## config.mk

```make
export PLATFORM = sky130hd
export DESIGN_NAME = latch_mem_read_port
export DESIGN_NICKNAME = d
export VERILOG_FILES = /design/src/rtl/latch_mem_pkg.sv /design/src/rtl/latch_read_tree.sv /design/src/rtl/latch_mem_read_port.sv
export SDC_FILE = /design/constraint.sdc
export NUM_CORES = 1
export LEC_CHECK = 0
export ABC_AREA = 1
export CORE_MARGIN = 2
export CORE_UTILIZATION = 30
export CTS_CLUSTER_SIZE = 28
export DETAILED_ROUTE_END_ITERATION = 12
export PLACE_DENSITY = 0.74
export SKIP_LAST_GASP = 1
export SLEW_MARGIN = 30
export SYNTH_ARGS = -nofsm -noshare
export SYNTH_HDL_FRONTEND = slang
export SYNTH_HIERARCHICAL = 1
export SYNTH_SLANG_ARGS = --single-unit
```

## constraint.sdc

```tcl
create_clock -name CLK -period 1.25 [get_ports CLK]
set_input_delay 0.25 -clock CLK [delete_from_list [all_inputs] [get_ports CLK]]
set_output_delay 0.25 -clock CLK [all_outputs]
set_load 0.005 [all_outputs]
```

## src/rtl/latch_mem_pkg.sv

```systemverilog
// Shared constants and helpers for the latch memory read/write ports.
package latch_mem_pkg;
  localparam int WIDTH_DEF = 16;
  localparam int DEPTH_DEF = 16;
  // Widest wordline the shared decoder can produce; ports must keep DEPTH below this.
  localparam int OH_AW  = 12;
  localparam int OH_MAX = 1 << OH_AW;

  function automatic int clog2(input int n);
    int r;
    r = 0;
    while ((1 << r) < n) r++;
    return r;
  endfunction

  function automatic logic [OH_MAX-1:0] onehot(input int unsigned a);
    logic [OH_MAX-1:0] v;
    v = '0;
    if (a < OH_MAX) v[a[OH_AW-1:0]] = 1'b1;
    return v;
  endfunction
endpackage

```

## src/rtl/latch_read_tree.sv

```systemverilog
// Combinational AND-OR row select, built as an alternating NAND/NOR tree.
// DEPTH is padded to the next power of two with zero rows.
module latch_read_tree import latch_mem_pkg::*; #(
  parameter int WIDTH = WIDTH_DEF,
  parameter int DEPTH = DEPTH_DEF
) (
  input  logic [DEPTH-1:0]       rwl,
  input  logic [DEPTH*WIDTH-1:0] mem,
  output logic [WIDTH-1:0]       rdata
);
  localparam int L = clog2(DEPTH);
  localparam int P = 1 << L;

  // Heap-ordered nodes: root at 1, leaves at P..2P-1; leaves are active-low.
  logic [2*P-1:1][WIDTH-1:0] nd;

  genvar i;
  for (i = 0; i < P; i++) begin : g_leaf
    if (i < DEPTH) begin : g_row
      assign nd[P+i] = ~(mem[i*WIDTH +: WIDTH] & {WIDTH{rwl[i]}});
    end else begin : g_pad
      assign nd[P+i] = '1;
    end
  end

  // Odd heights combine active-low children (NAND), even heights active-high (NOR).
  for (i = 1; i < P; i++) begin : g_node
    localparam int H = L - (clog2(i + 1) - 1);
    if (H % 2 == 1) begin : g_nand
      assign nd[i] = ~(nd[2*i] & nd[2*i+1]);
    end else begin : g_nor
      assign nd[i] = ~(nd[2*i] | nd[2*i+1]);
    end
  end

  if (L % 2 == 1) begin : g_out_hi
    assign rdata = nd[1];
  end else begin : g_out_lo
    assign rdata = ~nd[1];
  end
endmodule

```

## src/rtl/latch_mem_read_port.sv

```systemverilog
// Two-stage pipelined read port: registered one-hot wordline, then registered data.
// Optional out-of-range check enabled by `define LATCH_RD_ADDR_CHK_EN.
module latch_mem_read_port import latch_mem_pkg::*; #(
  parameter int WIDTH = WIDTH_DEF,
  parameter int DEPTH = DEPTH_DEF,
  parameter int AW    = clog2(DEPTH)
) (
  input  logic                   CLK,
  input  logic                   RST,
  input  logic                   RD_REQ,
  input  logic [AW-1:0]          RD_ADDR,
  output logic                   RD_RDY,
  output logic [DEPTH-1:0]       RWL,
  input  logic [DEPTH*WIDTH-1:0] MemoryLatch,
  output logic [WIDTH-1:0]       DOUT,
  output logic                   DOUT_VLD,
  input  logic                   DOUT_RDY,
  output logic                   RD_ERR
);
  logic              s1_vld, advance, accept;
  logic [DEPTH-1:0]  rwl_q;
  logic [OH_MAX-1:0] oh;
  logic              oh_unused;
  logic [WIDTH-1:0]  rdata, dout_q;
  logic              dout_vld_q;

  assign advance = !dout_vld_q || DOUT_RDY;
  assign RD_RDY  = !s1_vld || advance;
  assign accept  = RD_REQ && RD_RDY;

  // Out-of-range addresses decode above DEPTH-1 and leave the wordline empty.
  assign oh        = onehot(32'(RD_ADDR));
  assign oh_unused = ^oh[OH_MAX-1:DEPTH];

  // Stage 1 holds the decoded wordline; it is cleared whenever the stage empties.
  always_ff @(posedge CLK or posedge RST) begin
    if (RST) begin
      s1_vld <= 1'b0;
      rwl_q  <= '0;
    end else if (accept) begin
      s1_vld <= 1'b1;
      rwl_q  <= oh[DEPTH-1:0];
    end else if (advance) begin
      s1_vld <= 1'b0;
      rwl_q  <= '0;
    end
  end

  latch_read_tree #(.WIDTH(WIDTH), .DEPTH(DEPTH)) u_tree (
    .rwl   (rwl_q),
    .mem   (MemoryLatch),
    .rdata (rdata)
  );

  // DOUT only loads with a real word so it keeps its last value across idle cycles.
  always_ff @(posedge CLK or posedge RST) begin
    if (RST) begin
      dout_q     <= '0;
      dout_vld_q <= 1'b0;
    end else if (advance) begin
      dout_vld_q <= s1_vld;
      if (s1_vld) dout_q <= rdata;
    end
  end

`ifdef LATCH_RD_ADDR_CHK_EN
  logic err_q;
  always_ff @(posedge CLK or posedge RST) begin
    if (RST)                                              err_q <= 1'b0;
    else if (accept && ({1'b0, RD_ADDR} >= (AW+1)'(DEPTH))) err_q <= 1'b1;
  end
  assign RD_ERR = err_q;
`else
  assign RD_ERR = 1'b0;
`endif

  assign RWL      = rwl_q;
  assign DOUT     = dout_q;
  assign DOUT_VLD = dout_vld_q;
endmodule

```

==> results.yml, run 1 <==
power:
  swShare: 0.3008
  p_seq_frac: 0.288
  internal_power_mw: 3.201
  vdd_drop_max_mv: 0.4046
  p_leak_nw: 4.318
  clkPwrFrac: 0.259
  switchingPower_mw: 1.377
  p_per_area_nw_per_um2: 550.1
  p_comb_frac: 0.453
clocking:
  htree_levels: 2
  worstSkewPairLatency_ns: 0.28
  cts-root-buf: "clkbuf_16"
  clk_pin_slew_worst_paths_ns: 0.05
  cts_buffer_depth: 2
  cts_num_sinks: 34
  numCtsBuffers: 5
  cts_hold_buf: 0
  cts_tree: "done"
floorplan:
  fp.dieH_um: 122.3
  die_x_um: 122.3
  ioPinCount: 299
  design.core.area_um2: 13770
  start_util: 0.3051
  fp.dieArea_um2: 14970
  rows: 43
hold_path:
  hp-class: "in2async"
run:
  drv_cap: 0
route:
  first_pass_iters: 5
  avgViaCountPerCell: 4.419
  drt_iter0_drc: 259
  routed-via-count: 5714
  wl_met3_mm: 1.440
  wl_mm: 18.83
  wl_met1_mm: 7.695
  post_drt_wl_per_cell_um: 14.56
  top_layer: "met4"
  ant_nets: 0
  drc: 0
  wl_met2_mm: 9.272
place:
  post_dp_cell_area_um2: 7438
  port_buffers: 297
  dp_hpwl_mm: 13.79
  gp_congestion: 0.8789
setup_path:
  timing.rr.end: "DOUT[12]$_DFFE_PP0P_"
  cp-start-kind: "flip-flop"
  cp_max_fo: 2
  cp.arrival_ns: 1.11
  crit_type: "reg2out"
  r2r_slack_ns: -0.10
  critPathRequiredTime_ns: 1.00
  rr_worst_depth: 10
  worst_setup_path_end_kind: "output port"
  r2r-start: "RWL[10]$_DFFE_PP0P_"
global_route:
  grt_max_degree: 35
  antenna_found_initial: 0
  grt_use_total: 0.2387
  grt_pass1_wl_mm: 27.36
  grt_pass1_vias: 5429
  gr-total-overflow: 0
layout:
  area_growth_pct: 98.06
  nNetsFinal: 1377
  layout_commonest_cell: "nand2_1"
  final_area_um2: 8322
  drive_gt1_frac: 0.2372
  mostFrequentLayoutCells: "nand2_1, clkdlybuf4s50_1, nand2_2, inv_1, buf_4"
  antenna_cells: 0
logic_synthesis:
  syn_avg_cell_area_um2: 5.428
  synth_top_cell_area_share: 0.3779
  yosysTopAreaCell: "nand2_1"
  yosysUniqueCellTypes: 21
  synthTopCellsByArea: "nand2_1, dfrtp_1, inv_1, nand2_2, buf_6"
  yosys_warnings: 6
  synth_seq_cells: 34
  yosysSeqAreaShare: 0.2025
  syn_nets: 1038
  synth_area_um2: 4202
  syn_inst: 774
sta:
  setup_ws_ns: -0.1089
  setup_viol: 21
  rsz0062_at_grt: "yes"
  drv_slew: 0
  max_freq_mhz: 735.9
  finClkSkew_ns: 0.002590
  final-hold-violation-count: 0
  fin_tns_setup_ns: -1.087
  min_period_ns: 1.359
  min_period_over_period: 1.087
outcome:
  outcome: "finished, violations left"
  violations: "negative setup slack"
[power groups by stage]
stage / sequential (mW) / combinational, mW / clock [mW]
after CTS: 1.31 / 2.00 / 1.22
after detailed placement: 1.34 / 1.95 / 0
after global routing: 1.34 / 2.26 / 1.27
after floorplan: 1.34 / 0.600 / 0
final: 1.32 / 2.07 / 1.19
after global placement: 1.35 / 1.92 / 0
[critical path, cell delays in order, from the launching register on]
cell and delay [ns]:
dfrtp_1 0.38, buf_4 0.14, buf_6 0.10, buf_6 0.10, buf_6 0.10
[worst max-delay path by stage]
stage                              start                    to  slack [ns]
finish               RWL[12]$_DFFE_PP0P_               RWL[12]       -0.11
CTS                 DOUT_VLD$_DFFE_PP0P_                RD_RDY       -0.14
global route         RWL[12]$_DFFE_PP0P_   DOUT[6]$_DFFE_PP0P_       -0.18
floorplan            RWL[14]$_DFFE_PP0P_  DOUT[14]$_DFFE_PP0P_        0.06
global placement                DOUT_RDY                RD_RDY       -0.33
detailed placement              DOUT_RDY                RD_RDY       -0.34
[registers in the layout, summed over array words and instances, names as in the netlist]
signal and count:
RWL 16, s1_vld 1, DOUT_VLD 1, DOUT 16
[stage by stage]
step | cells | setup WS, ns | util | power, mW | hold WS (ns)
2_1_floorplan | 774 | 0.05634 | - | 1.940 | 0.3916
3_3_place_gp | 1252 | -0.3316 | 0.5401 | 3.267 | 0.4528
3_5_place_dp | 1252 | -0.3362 | 0.5401 | 3.288 | 0.4573
4_1_cts | 1289 | -0.1379 | 0.5853 | 4.531 | 0.3290
5_1_grt | 1293 | -0.1770 | 0.6042 | 4.861 | 0.3907
6_report | 1293 | -0.1089 | 0.6042 | 4.577 | 0.3303
[Yosys cell counts]
| cell | count |
|---|---|
| nand2_2 | 51 |
| o211ai_1 | 16 |
| dfrtp_1 | 34 |
| inv_4 | 1 |
| clkbuf_4 | 1 |
| clkbuf_2 | 3 |
| clkbuf_8 | 1 |
| conb_1 | 1 |
| buf_2 | 8 |
| buf_6 | 24 |
| buf_12 | 3 |
| nor2_1 | 49 |
| nand3_2 | 1 |
| inv_1 | 101 |
| nor2_8 | 1 |
| nand4_1 | 17 |
| nand2_4 | 1 |
| nand3_1 | 31 |
| inv_2 | 3 |
| buf_4 | 4 |
| nand2_1 | 423 |
[area by class of cell]
cell class              instances  area [µm²]
clock buffers                   5       125.1
clock inverters                 2       10.01
repair buffers                376        3850
inverters                     105       399.1
fillers                      1318        5451
flip-flops and latches         34       850.8
multi-input cells             591        2861
well taps                     180       225.2
[metal layers]
| metal | global-route usage | vias to the layer above |
|---|---|---|
| li1 | - | 2958 |
| met3 | 0.05390 | 32 |
| met5 | 0 | - |
| met1 | 0.2938 | 2512 |
| met4 | 0.06394 | 0 |
| met2 | 0.4181 | 212 |
[cell families (layout without fill, tap and decap cells)]
family | after synthesis | in the layout | synth area share
other | 1 | 1 | 0.0008925
DFF | 34 | 34 | 0.2025
AOI/OAI and AO/OA | 16 | 16 | 0.02859
and+or+nand+nor | 574 | 574 | 0.5697
buffers and inverters | 149 | 488 | 0.1983
[what timing repair did]
item / CTS / global route
setup buffers: 29 / 2
cloned: 6 / 2
pin swaps: 73 / 71
endpoints found under the hold margin: 0 / 0
resized for setup: 129 / 106
setup endpoints to repair: 50 / 48
(Power assumes the default switching activity.)
==> run 2: changes to the inputs <==
--- a/config.mk
+++ b/config.mk
@@ -11,7 +11,6 @@
 export CTS_CLUSTER_SIZE = 28
 export DETAILED_ROUTE_END_ITERATION = 12
 export PLACE_DENSITY = 0.74
-export SKIP_LAST_GASP = 1
 export SLEW_MARGIN = 30
 export SYNTH_ARGS = -nofsm -noshare
 export SYNTH_HDL_FRONTEND = slang
==> run 2 against run 1 <==
  * The run still ends with negative setup slack left
  * Fmax about the same
  * Cell count barely moved
  * Critical path depth is the same
  * Worst setup slack hardly changed
  * Non-clock buffer count rose by 1
  * Count of clock-buffer cells in the layout stayed put
  * Sequential share of layout area is essentially flat
  * Highest routed layer unchanged
  * Combinational power hardly changed
  * Core utilization barely moved
  * Critical endpoint unchanged
  * Cell area about the same
  * Via count increased by 0.46%
  * Sequential power hardly changed
==> results.yml, run 2 (synthesized netlist as in run 1, its figures left out) <==
layout:
  num-fill-cells: 1325
  regArea_um2: 850.8
  mostFrequentLayoutCells: "nand2_1, clkdlybuf4s50_1, nand2_2, inv_1, buf_4"
  drive_gt1_frac: 0.2334
  layout_commonest_cell: "nand2_1"
  multi_input_area_um2: 2841
  stdcell_count: 1294
  nNetsFinal: 1378
  antenna_cells: 0
  area_growth_pct: 97.98
setup_path:
  cp_slowest_stage_delay_ns: 0.38
  critical-path-top-delay-family: "buffers and inverters"
  cp-start-kind: "flip-flop"
  crit_type: "reg2out"
  crit_path_frequent_cell: "buf_6"
  crit_buf_inv: 4
  crit_path_cell_trace: "buf_4 -> buf_6 -> buf_6 -> buf_6"
  slowest_stage: "dfrtp_1"
  cp_max_fo: 2
  worst_setup_path_end_kind: "output port"
  critPathRequiredTime_ns: 1.00
  cp.arrival_ns: 1.11
sta:
  min_period_ns: 1.359
  fin_tns_setup_ns: -0.8435
  max_freq_mhz: 736.0
  final-hold-violation-count: 0
  drv_slew: 0
  rsz0062_at_grt: "yes"
  setup_ws_ns: -0.1088
  finClkSkew_ns: 0.002084
  setup_viol: 21
  min_period_over_period: 1.087
floorplan:
  fp.dieArea_um2: 14970
  start_util: 0.3051
  fp.dieH_um: 122.3
  ioPinCount: 299
  die_x_um: 122.3
  design.core.area_um2: 13770
  rows: 43
power:
  p_per_area_nw_per_um2: 548.9
  clkPwrFrac: 0.259
  total_power_mw: 4.566
  swShare: 0.2993
  p_comb_frac: 0.452
  internal_power_mw: 3.199
  switchingPower_mw: 1.367
  p_seq_frac: 0.289
  p_leak_nw: 4.326
  vdd_drop_max_mv: 0.4048
global_route:
  antenna_found_initial: 0
  gr-total-overflow: 0
  grt_use_total: 0.2392
  grt_pass1_wl_mm: 27.42
  grt_max_degree: 35
  grt_pass1_vias: 5445
clocking:
  numCtsBuffers: 5
  cts_hold_buf: 0
  clk_pin_slew_worst_paths_ns: 0.05
  worstSkewPairLatency_ns: 0.28
  cts_tree: "done"
  cts_buffer_depth: 2
  cts-root-buf: "clkbuf_16"
  cts_num_sinks: 34
  htree_levels: 2
route:
  top_layer: "met4"
  avgViaCountPerCell: 4.436
  drt_iter0_drc: 271
  wl_met1_mm: 7.487
  post_drt_wl_per_cell_um: 14.38
  drc: 0
  wl_met2_mm: 9.172
  ant_nets: 0
  wl_met3_mm: 1.568
  wl_mm: 18.61
  first_pass_iters: 4
  routed-via-count: 5740
place:
  port_buffers: 297
  gp_congestion: 0.8789
  place_inst: 1252
  dp_hpwl_mm: 13.79
run:
  drv_cap: 0
hold_path:
  hp-class: "in2async"
outcome:
  violations: "negative setup slack"
  outcome: "finished, violations left"
run 2: cell types whose count changed in the layout (fill, tap and decap cells not counted), moves of 2 or more:
cell,previous run,this run
buf_4,35,43
buf_8,2,4
clkbuf_2,10,3
nand2_1,356,361
nand2_2,101,96
run 2: final timing paths:
path / start / end / slack (ns) / depth (start not counted)
worst min-delay path: RST / RWL[8]$_DFFE_PP0P_ / 0.33 / 3
worst max register to register: RWL[10]$_DFFE_PP0P_ / DOUT[14]$_DFFE_PP0P_ / -0.06 / 10
max in group asynchronous: RST / DOUT[9]$_DFFE_PP0P_ / 0.74 / 3
worst min register to register: DOUT[7]$_DFFE_PP0P_ / DOUT[7]$_DFFE_PP0P_ / 0.47 / 2
worst max-delay path: RWL[12]$_DFFE_PP0P_ / RWL[12] / -0.11 / 4
min in group CLK: DOUT[7]$_DFFE_PP0P_ / DOUT[7]$_DFFE_PP0P_ / 0.47 / 2
run 2: power by group through the flow:
stage	registers (mW)	logic [mW]	clock network, mW
final	1.32	2.07	1.18
after CTS	1.31	2.01	1.22
after global routing	1.34	2.25	1.27
after detailed placement	1.34	1.95	0
after floorplan	1.34	0.600	0
after global placement	1.35	1.92	0
run 2: stage by stage:
step / util / cell area (µm²) / hold slack [ns] / setup WS (ns)
2_1_floorplan: - / 4202 / 0.3916 / 0.05634
3_3_place_gp: 0.5401 / 7438 / 0.4528 / -0.3316
3_5_place_dp: 0.5401 / 7438 / 0.4573 / -0.3362
4_1_cts: 0.5853 / 8061 / 0.3290 / -0.1092
5_1_grt: 0.6039 / 8318 / 0.3900 / -0.1798
6_report: 0.6039 / 8318 / 0.3282 / -0.1088
run 2: cell type report:
| cell class | instances | area share |
|---|---|---|
| Clock buffer | 5 | 0.01504 |
| Inverter | 105 | 0.04798 |
| Multi-Input combinational cell | 591 | 0.3416 |
| Sequential cell | 34 | 0.1023 |
| Clock inverter | 2 | 0.001203 |
| Tap cell | 180 | 0.02708 |
| Timing Repair Buffer | 377 | 0.4648 |
run 2: timing repair:
action / 4_1_cts / 5_1_grt
setup buffers: 29 / 4
gates resized for setup: 145 / 83
pin swaps: 74 / 78
cloned: 6 / 1
setup endpoints to repair: 50 / 40
run 2: worst register-to-register path, cell delays in order (launching register included):
cell	delay, ns
dfrtp_1	0.39
buf_6	0.15
buf_12	0.15
nand2_2	0.06
nand2_1	0.05
inv_1	0.04
nand2_1	0.06
nor2_2	0.13
nand2_1	0.08
nand3_2	0.06
nand2_1	0.05
run 2: layer usage:
layer / up-vias / global-route usage
li1: 2960 / -
met1: 2516 / 0.2949
met2: 236 / 0.4184
met3: 28 / 0.05390
met4: 0 / 0.06394
met5: - / 0
